==> src/rtl/motor_current_guard.sv <==
// Overcurrent guard for a dual H-bridge drive: gates commands,
// inserts dead time on reversal, trips to cooldown, locks out.
module motor_current_guard #(
    parameter logic [11:0] THRESHOLD = 12'd2048,
    parameter int SAMPLE_DIV = 100000,
    parameter int TRIP_COUNT = 4,
    parameter int COOLDOWN_CYCLES = 100000000,
    parameter int DEADTIME_CYCLES = 1000000,
    parameter int MAX_RETRIES = 3
) (
    input  logic        clk,
    input  logic        reset,
    input  logic [3:0]  in_cmd,
    input  logic [11:0] current_value,
    output logic [3:0]  IN,
    output logic        fault,
    output logic        lockout,
    output logic [1:0]  retry_count,
    output logic [1:0]  state
);

    localparam int SW = (SAMPLE_DIV > 1) ? $clog2(SAMPLE_DIV) : 1;
    localparam int OW = $clog2(TRIP_COUNT + 1);
    localparam int CW = (COOLDOWN_CYCLES > 1) ? $clog2(COOLDOWN_CYCLES) : 1;
    localparam int DW = (DEADTIME_CYCLES > 1) ? $clog2(DEADTIME_CYCLES) : 1;

    localparam logic [SW-1:0] SAMPLE_LAST = SW'(SAMPLE_DIV - 1);
    localparam logic [OW-1:0] TRIP_LEVEL  = OW'(TRIP_COUNT);
    localparam logic [CW-1:0] COOL_LAST   = CW'(COOLDOWN_CYCLES - 1);
    localparam logic [DW-1:0] DEAD_LAST   = DW'(DEADTIME_CYCLES - 1);
    localparam logic [1:0]    RETRY_MAX   = 2'(MAX_RETRIES);

    typedef enum logic [1:0] {
        RUN  = 2'd0,
        DEAD = 2'd1,
        COOL = 2'd2,
        LOCK = 2'd3
    } state_t;

    state_t        state_q, state_d;
    logic [3:0]    in_q, in_d;
    logic [3:0]    cmd_q, cmd_d;
    logic [SW-1:0] smp_cnt;
    logic [OW-1:0] over_cnt, over_d;
    logic [CW-1:0] cool_cnt, cool_d;
    logic [DW-1:0] dead_cnt, dead_d;
    logic [1:0]    retry_q, retry_d;
    logic          strobe;
    logic          over;
    logic          active;
    logic          trip;
    logic          reversal;

    // Sample divider free-runs regardless of state
    always_ff @(posedge clk) begin
        if (reset) begin
            smp_cnt <= '0;
        end else if (smp_cnt == SAMPLE_LAST) begin
            smp_cnt <= '0;
        end else begin
            smp_cnt <= smp_cnt + SW'(1);
        end
    end

    always_ff @(posedge clk) begin
        if (reset) begin
            state_q  <= RUN;
            in_q     <= '0;
            cmd_q    <= '0;
            over_cnt <= '0;
            cool_cnt <= '0;
            dead_cnt <= '0;
            retry_q  <= '0;
        end else begin
            state_q  <= state_d;
            in_q     <= in_d;
            cmd_q    <= cmd_d;
            over_cnt <= over_d;
            cool_cnt <= cool_d;
            dead_cnt <= dead_d;
            retry_q  <= retry_d;
        end
    end

    always_comb begin
        strobe   = (smp_cnt == SAMPLE_LAST);
        over     = (current_value > THRESHOLD);
        active   = (state_q == RUN) || (state_q == DEAD);
        reversal = (in_cmd != cmd_q) && (cmd_q != 4'd0)
                   && (in_cmd != 4'd0);

        over_d = over_cnt;
        if (!active) begin
            over_d = '0;
        end else if (strobe) begin
            if (!over) begin
                over_d = '0;
            end else if (over_cnt != TRIP_LEVEL) begin
                over_d = over_cnt + OW'(1);
            end
        end
        trip = active && (over_d == TRIP_LEVEL);

        state_d = state_q;
        in_d    = in_q;
        cmd_d   = cmd_q;
        cool_d  = cool_cnt;
        dead_d  = dead_cnt;
        retry_d = retry_q;

        if (trip) begin
            in_d   = '0;
            over_d = '0;
            if (retry_q < RETRY_MAX) begin
                state_d = COOL;
                retry_d = retry_q + 2'd1;
                cool_d  = '0;
            end else begin
                state_d = LOCK;
            end
        end else begin
            unique case (state_q)
                RUN: begin
                    if (reversal) begin
                        state_d = DEAD;
                        in_d    = '0;
                        dead_d  = '0;
                    end else begin
                        in_d  = in_cmd;
                        cmd_d = in_cmd;
                    end
                end
                DEAD: begin
                    in_d = '0;
                    if (dead_cnt == DEAD_LAST) begin
                        state_d = RUN;
                        in_d    = in_cmd;
                        cmd_d   = in_cmd;
                    end else begin
                        dead_d = dead_cnt + DW'(1);
                    end
                end
                COOL: begin
                    in_d = '0;
                    if (cool_cnt == COOL_LAST) begin
                        state_d = RUN;
                        cmd_d   = '0;
                    end else begin
                        cool_d = cool_cnt + CW'(1);
                    end
                end
                LOCK: begin
                    in_d = '0;
                end
            endcase
        end
    end

    assign IN          = in_q;
    assign fault       = (state_q == COOL) || (state_q == LOCK);
    assign lockout     = (state_q == LOCK);
    assign retry_count = retry_q;
    assign state       = state_q;

endmodule

==> config.mk <==
export PLATFORM = sky130hd
export DESIGN_NAME = motor_current_guard
export DESIGN_NICKNAME = d
export VERILOG_FILES = /design/src/rtl/motor_current_guard.sv
export SDC_FILE = /design/constraint.sdc
export NUM_CORES = 1
export LEC_CHECK = 0
export ABC_AREA = 1
export ABC_CLOCK_PERIOD_IN_PS = 2300
export CORE_MARGIN = 2
export CORE_UTILIZATION = 52
export DETAILED_ROUTE_END_ITERATION = 10
export PLACE_DENSITY = 0.7
export SLEW_MARGIN = 20
export SYNTH_ARGS = -nofsm -noshare
export SYNTH_HDL_FRONTEND = slang
export SYNTH_SLANG_ARGS = --single-unit
==> constraint.sdc <==
create_clock -name clk -period 2.3 [get_ports clk]
set_clock_uncertainty 0.05 [all_clocks]
set_input_delay 0.23 -clock clk [delete_from_list [all_inputs] [get_ports clk]]
set_output_delay 0.23 -clock clk [all_outputs]
set_load 0.005 [all_outputs]
After elaboration in Yosys (flattened, before gate mapping)
Index checks and enable logic that the tools add are counted.
{"block": "totals", "wordCells": 79, "in_bits": 18, "reg_bits": 79, "out_inout_bits": 10}
{"block": "op_classes", "n_lt_le_gt_ge": 2, "n_mux": 24, "eq_ne": 19, "n_addsub": 5, "n_bitwise": 1, "n_reduce_logical": 20}
{"operator": "$mux W27", "count": 4}
{"operator": "$mux W20", "count": 2}
{"operator": "$pmux W20 S2", "count": 1}
{"operator": "$add A27 B1 Y27 const B", "count": 1}
{"operator": "$eq A27 B27 Y1 const B", "count": 1}
{"operator": "$pmux W4 S3", "count": 2}
{"operator": "$add A20 B1 Y20 const B", "count": 1}
{"operator": "$eq A20 B20 Y1 const B", "count": 1}
{"operator": "$mux W4", "count": 5}
{"operator": "$add A17 B1 Y17 const B", "count": 1}
{"operator": "$eq A17 B17 Y1 const B", "count": 1}
{"operator": "$gt A12 B12 Y1 const B", "count": 1}
{"operator": "$mux W3", "count": 4}
{"operator": "$reduce_bool A4 Y1", "count": 3}
{"operator": "$ne A2 B2 Y1 const B", "count": 5}
{"operator": "$ne A3 B3 Y1 const B", "count": 3}
{"operator": "$mux W2", "count": 4}
{"operator": "$reduce_and A4 Y1", "count": 2}
{"operator": "$pmux W2 S3", "count": 1}
{"operator": "$reduce_or A2 Y1", "count": 3}
{"operator": "$reduce_and A5 Y1", "count": 1}
{"operator": "$eq A2 B2 Y1 const B", "count": 2}
{"operator": "$ne A2 B1 Y1 const B", "count": 2}
{"operator": "$ne A4 B4 Y1", "count": 1}
{"operator": "other kinds (15)", "count": 19}

Longest topological paths before layout
Gate-level depths: netlist of run 1.
{"block": "logic_depth", "ltp_word": 9, "mapped_depth": 16, "mapped_depth_nobuf": 15}

Worst setup path before layout of run 1
OpenSTA, ideal clock, no wires.
{"block": "synth_path", "path_type": "register to register", "startpoint": "reg smp_cnt[0]", "endpoint": "reg cool_cnt[18]", "path_stages_with_launch": 16, "t_required_ns": 2.118, "slack_ns": 0.349, "period_less_slack_ns": 1.951, "arrival_time_ns": 1.769, "path_buffers": 1, "setup_ns": 0.132, "path_cell_list": "dfxtp_1 ha_1 nand2_1 inv_2 nand2_1 nor2_1 nand3_1 nand2_1 nand2_2 nor2_8 nand3_4 nand2_4 nand2_4 buf_6 nand2_1 a21oi_1"}
{"block": "synth_between", "elab_chain_cells": 7}
{"item": "start, declared", "line_no": "43", "rtl": "logic [SW-1:0] smp_cnt;"}
{"item": "start signal, assigned", "line_no": "61", "rtl": "smp_cnt <= smp_cnt + SW'(1);"}
{"item": "$eq A17 B17 Y1 (*)", "line_no": "86", "rtl": "strobe = (smp_cnt == SAMPLE_LAST);"}
{"item": "$mux W3 (*)", "line_no": "95", "rtl": "end else if (strobe) begin"}
{"item": "$mux W3 (*)", "line_no": "93", "rtl": "if (!active) begin"}
{"item": "$eq A3 B3 Y1 (*)", "line_no": "102", "rtl": "trip = active && (over_d == TRIP_LEVEL);"}
{"item": "$logic_and A1 B1 Y1 (*)", "line_no": "102"}
{"item": "$ne A2 B1 Y1 (no line) (tied with other cells)"}
{"item": "$reduce_and A3 Y1 (no line)"}
{"item": "end signal, assigned", "line_no": "79", "rtl": "cool_cnt <= cool_d;"}
{"item": "end, declared", "line_no": "45", "rtl": "logic [CW-1:0] cool_cnt, cool_d;"}
Mark *: on every way between the ends. The rest lies on a longest branch, timed or not.
A chain may end at the register's enable or synchronous reset.

Worst setup path after layout of run 1
{"block": "layout_path", "startpoint": "reg smp_cnt[0]", "endpoint": "reg cool_cnt[25]"}
Same word-level chain as after synthesis.

==> results of run 1 <==
## stage by stage
step	util [%]	cell area (um2)	total power, mW
finish	62.6	6120	3.91
global route	62.6	6120	4.09
CTS	61.0	5960	3.91
detailed placement	58.4	5710	2.59
global placement	58.4	5710	2.57
floorplan	-	5250	2.22
## registers in the layout, summed over array words and instances (netlist names)
signal	flops
cool_cnt	27
retry_count	2
dead_cnt	20
state	2
IN	4
over_cnt	3
cmd_q	4
smp_cnt	17
## final cells by class
class                   instances  share of cell area [%]
inverters                     128                    7.85
clock inverters                 5                    1.70
clock buffers                  11                    2.47
well taps                     133                    2.72
repair buffers                 54                    8.85
multi-input cells             584                    50.5
flip-flops and latches         79                    25.9
## cells in the final DEF, fill, tap and decap left out, drive strengths merged, types with 3 or more instances in the layout
master	netlist	routed
nor4	5	5
nor2	109	109
nand3	82	83
clkdlybuf4s50	0	26
clkbuf	15	12
o21ai	14	14
ha	10	10
bufinv	0	3
nor3b	4	4
xnor2	12	12
nand2	196	197
dfxtp	79	79
a21oi	54	54
nand4	35	35
xor2	30	30
buf	14	27
nor3	23	23
inv	128	128
## logic make-up after synthesis
| family | after synthesis | share of synthesized area [%] |
|---|---|---|
| buf+inv | 157 | 12.5 |
| xor+xnor | 42 | 7.01 |
| fa+ha+maj | 10 | 2.39 |
| simple gates | 459 | 40.9 |
| compound gates | 71 | 7.09 |
| flops | 79 | 30.2 |
## report_power, final
part | switching, mW | internal (mW)
clock network | 0.539 | 0.780
logic | 0.710 | 0.381
registers | 0.0620 | 1.44
total | 1.31 | 2.60
## what timing repair did
item,4_1_cts,5_1_grt
resized for setup,0,23
setup buffers,0,4
endpoints found under the setup margin,0,54
## worst max-delay path by stage
stage | startpoint | depth (start not counted) | slack [ns] | to
CTS | smp_cnt[0] | 12 | 0.0006 | cool_cnt[10]
finish | smp_cnt[0] | 12 | 0.09 | cool_cnt[25]
global placement | cool_cnt[1] | 15 | 0.10 | cool_cnt[0]
global route | smp_cnt[0] | 14 | -0.04 | cool_cnt[25]
floorplan | smp_cnt[0] | 15 | 0.35 | cool_cnt[18]
detailed placement | smp_cnt[0] | 12 | 0.03 | cool_cnt[25]
## per-layer routing
layer / up-vias / GRT usage, %
met1: 2394 / 32.1
met5: - / 0
li1: 2672 / -
met2: 165 / 38.2
met4: 0 / 8.49
met3: 26 / 5.51
## worst register-to-register path, stage by stage, from the launching register on
cell and delay, ns:
dfxtp_2 0.35, ha_2 0.19, nand2_2 0.06, nor2_1 0.12
nand3_1 0.10, nor2_2 0.17, nand3_1 0.19, nand2_4 0.17
nand3_4 0.17, nand2_8 0.18, buf_8 0.17, nand3_2 0.08
a21oi_1 0.14
==> results.cfg, run 1 <==
[power_and_ir_drop]
power_density_nw_per_um2 = 639
p_leak_nw = 2.62
ir_worst_vdd_uv = 593

[synth]
synth_area_leaders = dfxtp_1 (30%), nand2_1 (14%), inv_1 (8.8%)
synthCells = 818
syn_nets = 846
synth_commonest_cells = nand2_1 (190), inv_1 (123), nor2_1 (107)
yosysMostFrequentCell = nand2_1
synth.cell_area_um2 = 5250
ys.flop_type = dfxtp_1
synth_area_leader_cell = dfxtp_1
synth.top_cell.area_share_pct = 30.2
syn_avg_cell_area_um2 = 6.41
seq_area_frac_synth_pct = 30.2
ys_types = 36
yosys_warnings = 0
synthArstFlopShare_pct = 0
synth_edf_count = 0
synth-seq-cells = 79

[timing]
tns_ns = 0
hold_violations = 0
rsz0062_at_grt = true
worst_pin_slew_ns = 0.525
finalWorstSetupSlack_ns = 0.0876
period_share_pct = 96.2
setup_viol_count_final = 0
hold_ws_ns = 0.150
slew_headroom_pct = 64.7
fmax_ghz = 0.452
min_period_ns = 2.21
slew_violations = 0

[final_layout]
syn_to_final_growth_pct = 16.7
antennaDiodeCount = 0
multiInputGateArea_um2 = 3090
layout-drive-gt1-share_pct = 10.9
nets = 884
fillers = 941
final_cells = 994
seq_area_um2 = 1580

[floorplanning]
die_x_um = 104
rows = 36
die_h_um = 104
die_area_um2 = 10900
coreArea_um2 = 9770
start_util_pct = 53.7
io_pins = 28

[clock_tree]
clk_path_buf_depth = 2
clk_pin_slew_ns = 0.09
cts_hold_buf = 0
cts_max_level = 3
insertion_delay_ns = 0.38
tritoncts = built
cts_sinks = 79
numCtsBuffers = 9
cts_root_buffer = clkbuf_8

[worst_setup_path]
path_class = register to register
r2r_cells = 12
crit_slowest_cell = dfxtp_2
r2r_start = smp_cnt[0]
arrival_ns = 2.47
crit_fanout = 11
reg2reg_slack_ns = 0.09
crit_top_cell = nand3_1
cp-end-kind = register
slowest_delay_ns = 0.35
cp_top_family = simple AND/OR/NAND/NOR gates
crit_buf_inv = 1
crit_required_ns = 2.56
worstPathCellList = ha_2 -> nand2_2 -> nor2_1 -> nand3_1 -> nor2_2 -> nand3_1 -> nand2_4 -> nand3_4 -> nand2_8 -> buf_8 -> nand3_2 -> a21oi_1
reg2reg_to = cool_cnt[25]
cp-start-kind = register

[hold_path]
hp-start = reset
hold-path-endpoint = retry_count[0]
whs_path_depth = 2
worstHoldPathType = primary input to register

[placed_design]
dp.cells = 971
gp_congestion = 0.964
place_ws_ns = 0.0339
io_buffers = 27
hpwl_mm = 9.39

[global_routing]
grt_pass1_wl_mm = 21.7
gr-total-overflow = 0
grtUsageTotal_pct = 24.1
grt_start_max_net_pins = 35
grt_antenna_before_repair = 0
grt_pass1_vias = 4724

[detailed_routing]
maxUsedRoutingLayer = met4
drtAntennaViolNets = 0
avgRoutedWirePerCell_um = 13.5
dr.pass1.iters = 5
totalWireLength_mm = 13.4
route.met3.wl_um = 877
drc = 0
first_iter_violations = 396
drt-met1-wl_mm = 6.19
via_count = 5257
routed_via_density = 5.29
dr_wl_met2_mm = 6.10

[status]
outcome = completed

[run]
drv_cap = 0
Note: power is estimated with default switching activity, not from simulation.
==> run 2, diff against run 1 <==
SLEW_MARGIN = default   (was 20)
==> results of run 2 <==
Final layout, timing and power as in run 1 (identical DEF).
==> run 3, diff against run 2 <==
SKIP_LAST_GASP = 1   (was default)
==> results.cfg, run 3 (same netlist as run 1, synthesis figures left out) <==
[floorplanning]
start_util_pct = 53.7
coreArea_um2 = 9770
die_area_um2 = 10900
io_pins = 28
die_x_um = 104
die_h_um = 104
rows = 36

[timing]
setup_viol_count_final = 0
hold_ws_ns = 0.153
tns_ns = 0
period_share_pct = 96.2
slew_violations = 0
worst_pin_slew_ns = 0.525
min_period_ns = 2.21
hold_violations = 0
rsz0062_at_grt = true
slew_headroom_pct = 64.7
finalWorstSetupSlack_ns = 0.0881
fmax_ghz = 0.452

[final_layout]
multiInputGateArea_um2 = 3090
fillers = 941
seq_area_um2 = 1580
final_cells = 994
top_regs = cool_cnt (27), dead_cnt (20), smp_cnt (17)
final_area_um2 = 6120
post-route-util_pct = 62.6
layout-drive-gt1-share_pct = 10.8
final_cell_mix = nand2_1 (189), inv_1 (122), nor2_1 (105), dfxtp_1 (77), nand3_1 (61)
syn_to_final_growth_pct = 16.7
nets = 884
largest_register_ffs = 27
top_register = cool_cnt
antennaDiodeCount = 0
final_common_cell = nand2_1

[placed_design]
place_ws_ns = 0.0339
placed_cell_area_um2 = 5710
dp.cells = 971
io_buffers = 27
hpwl_mm = 9.39
gp_congestion = 0.964

[worst_setup_path]
r2r_start = smp_cnt[0]
crit_fanout = 11
arrival_ns = 2.47
crit_required_ns = 2.56
cp-end-kind = register
cp-start-kind = register
path_class = register to register
crit_start = smp_cnt[0]

[detailed_routing]
drc = 0
avgRoutedWirePerCell_um = 13.5
routed_via_density = 5.29
drtAntennaViolNets = 0
first_iter_violations = 402
via_count = 5263
dr.pass1.iters = 5
totalWireLength_mm = 13.4

[global_routing]
grtUsageTotal_pct = 24.1
grt_antenna_before_repair = 0
grt_pass1_vias = 4724
grt_start_max_net_pins = 35
gr-total-overflow = 0
grt_pass1_wl_mm = 21.7

[run]
drv_cap = 0

[clock_tree]
cts_root_buffer = clkbuf_8
clk_path_buf_depth = 2
clk_pin_slew_ns = 0.09
cts_max_level = 3
cts_sinks = 79
numCtsBuffers = 9
cts_hold_buf = 0
insertion_delay_ns = 0.38
tritoncts = built

[hold_path]
hp-start = reset
worstHoldPathType = primary input to register

[power_and_ir_drop]
p_total_mw = 3.91
ir_worst_vdd_uv = 593
power_density_nw_per_um2 = 639
p_leak_nw = 2.62

[status]
outcome = completed
run 3: changes by cell type in the layout (fill, tap and decap cells not counted):
cell / before / now
o21ai_2: 2 / 1
o21ai_1: 1 / 2
run 3: worst paths after layout:
path                                       end  slack (ns)  cells after the start
worst max-delay path              cool_cnt[25]        0.09                     12
worst min-delay path            retry_count[0]        0.15                      2
worst max register to register    cool_cnt[25]        0.09                     12
worst min register to register      smp_cnt[0]        0.39                      1
run 3: per-layer routing:
| layer | vias to the layer above | track usage (%) | part of all wire [%] |
|---|---|---|---|
| met5 | - | 0 | 0 |
| met4 | 0 | 8.49 | 1.9 |
| met3 | 26 | 5.51 | 6.6 |
| met2 | 171 | 38.2 | 45 |
| met1 | 2393 | 32.1 | 46 |
| li1 | 2673 | - | - |
run 3: where the power goes:
group	switching, mW	total, mW	internal [mW]
sequential	0.0624	1.50	1.44
combinational	0.710	1.09	0.381
clock	0.539	1.32	0.780
total	1.31	3.91	2.60
run 3: what timing repair did:
item | in CTS | in global routing
gates resized for setup | 0 | 22
endpoints found under the setup margin | 0 | 54
setup buffers | 0 | 4
run 3: layout make-up:
cell class / instances / share of cell area [%]
Tap cell: 133 / 2.72
Clock buffer: 11 / 2.47
Inverter: 128 / 7.85
Sequential cell: 79 / 25.9
Timing Repair Buffer: 54 / 8.85
Clock inverter: 5 / 1.70
Multi-Input combinational cell: 584 / 50.5
run 3: critical path: stages, from the launching register on:
cell	delay [ns]
dfxtp_2	0.35
ha_2	0.19
nand2_2	0.06
nor2_1	0.12
nand3_1	0.10
nor2_2	0.17
nand3_1	0.19
nand2_4	0.17
nand3_4	0.17
nand2_8	0.18
buf_8	0.17
nand3_2	0.07
a21oi_1	0.14
